**src/rtl/pipeline_control_sb.sv**
```systemverilog
// Hazard/flush controller for the Aquila pipeline: multi-bubble load-use detection,
// a long-latency (MUL/DIV) register scoreboard and a saturating hazard-cycle counter.
module pipeline_control_sb #(
    parameter int unsigned NUM_REGS         = 32,
    parameter int unsigned LOAD_USE_BUBBLES = 1,
    parameter bit          BPU_EN           = 1'b1,
    parameter int unsigned CNT_WIDTH        = 32,
    localparam int unsigned AW              = $clog2(NUM_REGS)
) (
    input  logic                 clk_i,
    input  logic                 rst_i,
    input  logic                 stall_i,
    input  logic                 dec_valid_i,
    input  logic [AW-1:0]        rs1_addr_i,
    input  logic [AW-1:0]        rs2_addr_i,
    input  logic                 rs1_used_i,
    input  logic                 rs2_used_i,
    input  logic [AW-1:0]        dec_rd_addr_i,
    input  logic                 dec_rd_we_i,
    input  logic                 illegal_instr_i,
    input  logic                 exe_valid_i,
    input  logic [AW-1:0]        rd_addr_DEC_EXE_i,
    input  logic                 is_load_DEC_EXE_i,
    input  logic                 is_long_DEC_EXE_i,
    input  logic                 wb_long_valid_i,
    input  logic [AW-1:0]        wb_long_rd_i,
    input  logic                 branch_taken_i,
    input  logic                 cond_branch_hit_i,
    input  logic                 uncond_branch_hit_i,
    input  logic                 cond_branch_misprediction_i,
    input  logic                 sys_jump_i,
    output logic                 flush2fet_o,
    output logic                 flush2dec_o,
    output logic                 stall_from_hazard_o,
    output logic [NUM_REGS-1:0]  pending_regs_o,
    output logic [CNT_WIDTH-1:0] hazard_cycles_o
);

    localparam int unsigned DEPTH = (LOAD_USE_BUBBLES > 1) ? LOAD_USE_BUBBLES - 1 : 1;

    logic                     exe_rd_nz;
    logic                     ld_s0;
    logic                     long_s0;
    logic                     branch_flush;
    logic [DEPTH-1:0]         lp_v;
    logic [DEPTH-1:0][AW-1:0] lp_rd;
    logic [NUM_REGS-1:0]      pending_q;
    logic [NUM_REGS-1:0]      pending_d;
    logic [CNT_WIDTH-1:0]     cnt_q;
    logic                     ld_haz;
    logic                     long_haz;
    logic                     hazard;

    always_comb begin
        exe_rd_nz = (rd_addr_DEC_EXE_i != '0);
        ld_s0     = exe_valid_i & is_load_DEC_EXE_i & exe_rd_nz;
        long_s0   = exe_valid_i & is_long_DEC_EXE_i & exe_rd_nz;
        if (BPU_EN)
            branch_flush = (branch_taken_i & ~cond_branch_hit_i & ~uncond_branch_hit_i)
                         | cond_branch_misprediction_i;
        else
            branch_flush = branch_taken_i;
    end

    // Stage 0 is the live EXE load; lp_v/lp_rd[i] hold stage i+1 (constant empty when one bubble)
    generate
        if (LOAD_USE_BUBBLES > 1) begin : g_load_pipe
            always_ff @(posedge clk_i) begin
                if (rst_i) begin
                    lp_v  <= '0;
                    lp_rd <= '0;
                end else if (!stall_i) begin
                    lp_v[0]  <= ld_s0;
                    lp_rd[0] <= rd_addr_DEC_EXE_i;
                    for (int unsigned i = 1; i < DEPTH; i++) begin
                        lp_v[i]  <= lp_v[i-1];
                        lp_rd[i] <= lp_rd[i-1];
                    end
                end
            end
        end else begin : g_no_load_pipe
            assign lp_v  = '0;
            assign lp_rd = '0;
        end
    endgenerate

    // Valid entries always carry a non-zero rd, so x0 sources can never match
    always_comb begin
        ld_haz = ld_s0 & ((rs1_used_i & (rs1_addr_i == rd_addr_DEC_EXE_i)) |
                          (rs2_used_i & (rs2_addr_i == rd_addr_DEC_EXE_i)));
        for (int unsigned i = 0; i < DEPTH; i++) begin
            if (lp_v[i] && ((rs1_used_i && (rs1_addr_i == lp_rd[i])) ||
                            (rs2_used_i && (rs2_addr_i == lp_rd[i]))))
                ld_haz = 1'b1;
        end
    end

    always_comb begin
        long_haz = (rs1_used_i & (pending_q[rs1_addr_i] | (long_s0 & (rs1_addr_i == rd_addr_DEC_EXE_i))))
                 | (rs2_used_i & (pending_q[rs2_addr_i] | (long_s0 & (rs2_addr_i == rd_addr_DEC_EXE_i))))
                 | (dec_rd_we_i & pending_q[dec_rd_addr_i]);
        hazard   = dec_valid_i & (ld_haz | long_haz) & ~branch_flush & ~sys_jump_i;
    end

    // Clear applied first so a same-cycle set of the same register wins
    always_comb begin
        pending_d = pending_q;
        if (wb_long_valid_i)
            pending_d[wb_long_rd_i] = 1'b0;
        if (long_s0 && !stall_i && !branch_flush)
            pending_d[rd_addr_DEC_EXE_i] = 1'b1;
    end

    always_ff @(posedge clk_i) begin
        if (rst_i) begin
            pending_q <= '0;
            cnt_q     <= '0;
        end else begin
            pending_q <= pending_d;
            if (hazard && !stall_i && (cnt_q != '1))
                cnt_q <= cnt_q + CNT_WIDTH'(1);
        end
    end

    always_comb begin
        flush2fet_o         = ~rst_i & (branch_flush | sys_jump_i);
        flush2dec_o         = ~rst_i & (branch_flush | hazard | illegal_instr_i);
        stall_from_hazard_o = ~rst_i & hazard;
        pending_regs_o      = rst_i ? '0 : pending_q;
        hazard_cycles_o     = rst_i ? '0 : cnt_q;
    end

endmodule

```
**config.mk**
```make
export PLATFORM = sky130hd
export DESIGN_NAME = pipeline_control_sb
export DESIGN_NICKNAME = d
export VERILOG_FILES = /design/src/rtl/pipeline_control_sb.sv
export SDC_FILE = /design/constraint.sdc
export NUM_CORES = 1
export LEC_CHECK = 0
export BUFFER_PORTS_ARGS = -buffer_cell sky130_fd_sc_hd__buf_2
export CAP_MARGIN = 25
export CORE_MARGIN = 10
export CORE_UTILIZATION = 55
export CTS_CLUSTER_SIZE = 25
export DETAILED_ROUTE_END_ITERATION = 8
export GPL_ROUTABILITY_DRIVEN = 0
export GPL_TIMING_DRIVEN = 0
export PLACE_DENSITY = 0.9
export SYNTH_ARGS = -nofsm -noshare
export SYNTH_HDL_FRONTEND = slang
export SYNTH_SLANG_ARGS = --single-unit
export TNS_END_PERCENT = 50
```
**constraint.sdc**
```tcl
create_clock -name clk_i -period 4.65 [get_ports clk_i]
set_input_delay 1.1625 -clock clk_i [delete_from_list [all_inputs] [get_ports clk_i]]
set_output_delay 1.1625 -clock clk_i [all_outputs]
set_load 0.01 [all_outputs]
```
==> metrics.md <==
| Metric | Value |
|---|---|
| Num CTS Buffers | 9 |
| Post-DP HPWL | 11200 um |
| Final min period | 4.65 ns |
| Layout cells sized above 1 | 33.5% |
| Grt total ovfl | 0 |
| WL/cell | 21.3 um |
| Clock power share | 40.1% |
| Max_cap viols | 0 |
| Critical Path AT | 3.49 ns |
| Port bufs | 96 |
| Synth top area cells | dfxtp_1 28%, mux4_2 10%, nor2b_1 9.2%, o21ai_0 7.5%, mux2_4 7.0% |
| Rel. slew slack | 34.4% |
| Clk slew on worst S/H paths | 0.07 ns |
| Die width | 111 um |
| DRC Markers | 0 |
| Switching Share | 28.1% |
| DRT met1 WL | 6010 um |
| Seq/Total Area, Yosys | 28.4% |
| Highest metal used | met4 |
| Asr flop ratio synth | 0% |
| Final Cycle Share | 100% |
| Area of the multi-input gates | 3040 sq um |
| Synth top area share | 28.4% |
| Vias per cell | 6.50 |
| Total track usage | 23.4% |
| WL met3 | 1750 um |
| Met2 routed WL | 6980 um |
| Crit path buffers/inverters | 3 |
| PnR worst setup slack | -0.00227 ns |
| Fmax | 0.215 GHz |
| Largest area contributor in the netlist | dfxtp_1 |
| Die Y | 111 um |
| VDD IR-drop max | 0.000137 V |
| Worst-Margin Slew | 0.976 ns |
| Cell with the most instances on the worst path | buf_2 |
| # clock sinks | 64 |
| DR iter-0 viols | 663 |
| Routed Antenna Nets | 0 |
| Reg2reg path depth | 8 |
| Critical path depth | 9 |
| Setup slack, reg-to-reg | 1.58 ns |
| Post-synth EDFFs | 0 |
| Clk_skew | 0.00685 ns |
| Setup CP Type | in -> out |
| Antenna Cells | 0 |
| CP required | 3.49 ns |
| Max incr delay on CP | 0.46 ns |
| Initial Utilization | 57.5% |
| Power Dens Cells | 218 nW/um^2 |
| Total wire length | 15300 um |
| Failing checks | negative setup slack |
| Row cnt | 32 |
| Leak Pwr | 2.13 nW |
| Hold Fails Final Rpt | 0 |
| CP Launch Type | input pin |
| Most used DFF post-synth | dfxtp_1 |
| Number of global-route vias before repair | 4596 |
| RSZ-0062 raised after global routing | true |
| #FFs+latches synth | 64 |
| Combinational fraction of design power | 12.7% |
| Hold-fix buffers, CTS | 0 |
| Worst-case clock buffer depth | 2 |
| Switch Pwr | 0.000327 W |
| Largest net degree at the start of global routing | 11 |
| Root buf cell | clkbuf_8 |
| Worst-path maximum fanout | 10 |
| Placeable core region | 7850 sq um |
| Synthesis-to-layout area growth | 18.4% |
| First-pass GRT wire length | 24000 um |
| Die area | 12200 sq um |
| Reg-to-Reg End | cnt_q[7] |
| Seq pwr share | 47.2% |
| Final Max Slew Viols | 0 |
| Worst r2r src | cnt_q[8] |
| Mean post-synth cell area | 8.97 sq um |
| YS warnings | 0 |
| Most instantiated cells after synthesis | 68 x o21ai_0, 66 x nor2b_1, 64 x dfxtp_1 |
| IO Pins | 109 |
| Final setup fails | 1 |
| Hold slack | 0.545 ns |
| Critical path endpoint category | output port |
| Setup TNS | -0.00227 ns |
| Via count | 4659 |
| Internal power | 0.000836 W |
| Post-Syn Nets | 546 |
| Syn Std Cell Area | 4510 sq um |
| CTS tree | built |
| Hold Path Class | reg -> reg |
| Most common cell in the netlist | o21ai_0 |
| CP delay by family, top | compound AO/OA/AOI/OAI gates |
| Register area | 1280 sq um |
| Crit-path cells | buf_2, or3_4, o311ai_2, nor3_1, o41ai_2, buf_4, a41oi_2, o31a_1, buf_2 |
| Synthesized instance count | 503 |
| Fillers | 613 |
| Run status | complete, but fails checks |
| Htree depth | 3 |
| DR pass1 iterations | 5 |
| Cell variety after synth | 56 |
| Layout net count | 654 |
| Clock latency on the worst-skew pair | 0.35 ns |
| Initial antenna violation count | 0 |
| Worst setup endpoint | flush2dec_o |
| CP max stage cell | or3_4 |
| CP startpoint | rd_addr_DEC_EXE_i[2] |
layout make-up:
| cell class | instances | area share (%) |
|---|---|---|
| multi-input combinational | 401 | 57.0 |
| sequential | 64 | 24.0 |
| timing repair buffer | 97 | 9.14 |
| buffer | 30 | 3.51 |
| clock buffer | 13 | 3.16 |
| tap | 102 | 2.39 |
| inverter | 8 | 0.562 |
| clock inverter | 2 | 0.258 |
through the flow:
step                      cells  power, W  utilization (%)  area [sq um]  setup WS [ns]
after detailed placement    701  0.000701             65.2          5120          0.111
after global placement      701  0.000696             65.2          5120         0.0791
after CTS                   716   0.00115             67.6          5300         0.0729
after global routing        717   0.00120             68.0          5340        -0.0323
final                       717   0.00116             68.0          5340       -0.00227
after floorplan             503  0.000652                -          4510          0.563
power by group through the flow:
stage	logic, W	clock network, W	registers [W]
after floorplan	0.0000904	0	0.000561
after global placement	0.000134	0	0.000562
after detailed placement	0.000139	0	0.000562
after CTS	0.000141	0.000459	0.000549
after global routing	0.000157	0.000490	0.000549
final	0.000148	0.000467	0.000549
worst min-delay path: stages, from the launching register on:
cell and delay (ns):
dfxtp_1 0.36, o21ai_0 0.09, a21oi_1 0.06
state kept, by name (all words and copies together), names as in the netlist:
signal	flops
pending_q	32
cnt_q	32
metal layers:
metal	up-vias	GRT usage, %
met5	-	0
li1	2045	-
met4	0	11.1
met1	2168	29.6
met3	64	7.02
met2	382	35.5
kinds of logic (layout without fill, tap and decap cells):
group	count (synthesis)	count (layout)	share of synthesized area, %
AOI/OAI and AO/OA	90	90	11.8
xor gates and xnor gates	10	10	1.94
adders and majority gates	1	1	0.277
buffers and inverters	38	150	4.60
DFF	64	64	28.4
muxes	53	53	20.6
and+or+nand+nor	247	247	32.4
layout by cell type (no fill, tap or decap), types with 8 or more instances in the layout:
| master | n |
|---|---|
| mux2_4 | 21 |
| mux4_2 | 20 |
| nor2b_1 | 66 |
| nand3b_1 | 12 |
| o21ai_0 | 68 |
| clkbuf_1 | 18 |
| xnor2_1 | 9 |
| nand2_1 | 35 |
| nor2_1 | 43 |
| dfxtp_1 | 64 |
| buf_2 | 99 |
| nor3_2 | 18 |
| clkbuf_8 | 12 |
| inv_1 | 8 |
| and3_1 | 11 |
| nand3_1 | 25 |
repair_timing:
item | in CTS | in global routing
setup endpoints to repair | 0 | 2
gates resized for setup | 0 | 9
setup buffers | 0 | 1
how the worst min path moves through the flow:
| stage | start | endpoint | slack (ns) | depth (start not counted) |
|---|---|---|---|---|
| 6_report | cnt_q[6] | cnt_q[6] | 0.54 | 2 |
| 3_5_place_dp | cnt_q[6] | cnt_q[6] | 0.53 | 2 |
| 4_1_cts | cnt_q[6] | cnt_q[6] | 0.54 | 2 |
| 2_1_floorplan | cnt_q[0] | cnt_q[0] | 0.49 | 2 |
| 3_3_place_gp | cnt_q[0] | cnt_q[0] | 0.52 | 2 |
| 5_1_grt | cnt_q[6] | cnt_q[6] | 0.57 | 2 |
(Power assumes the default switching activity.)
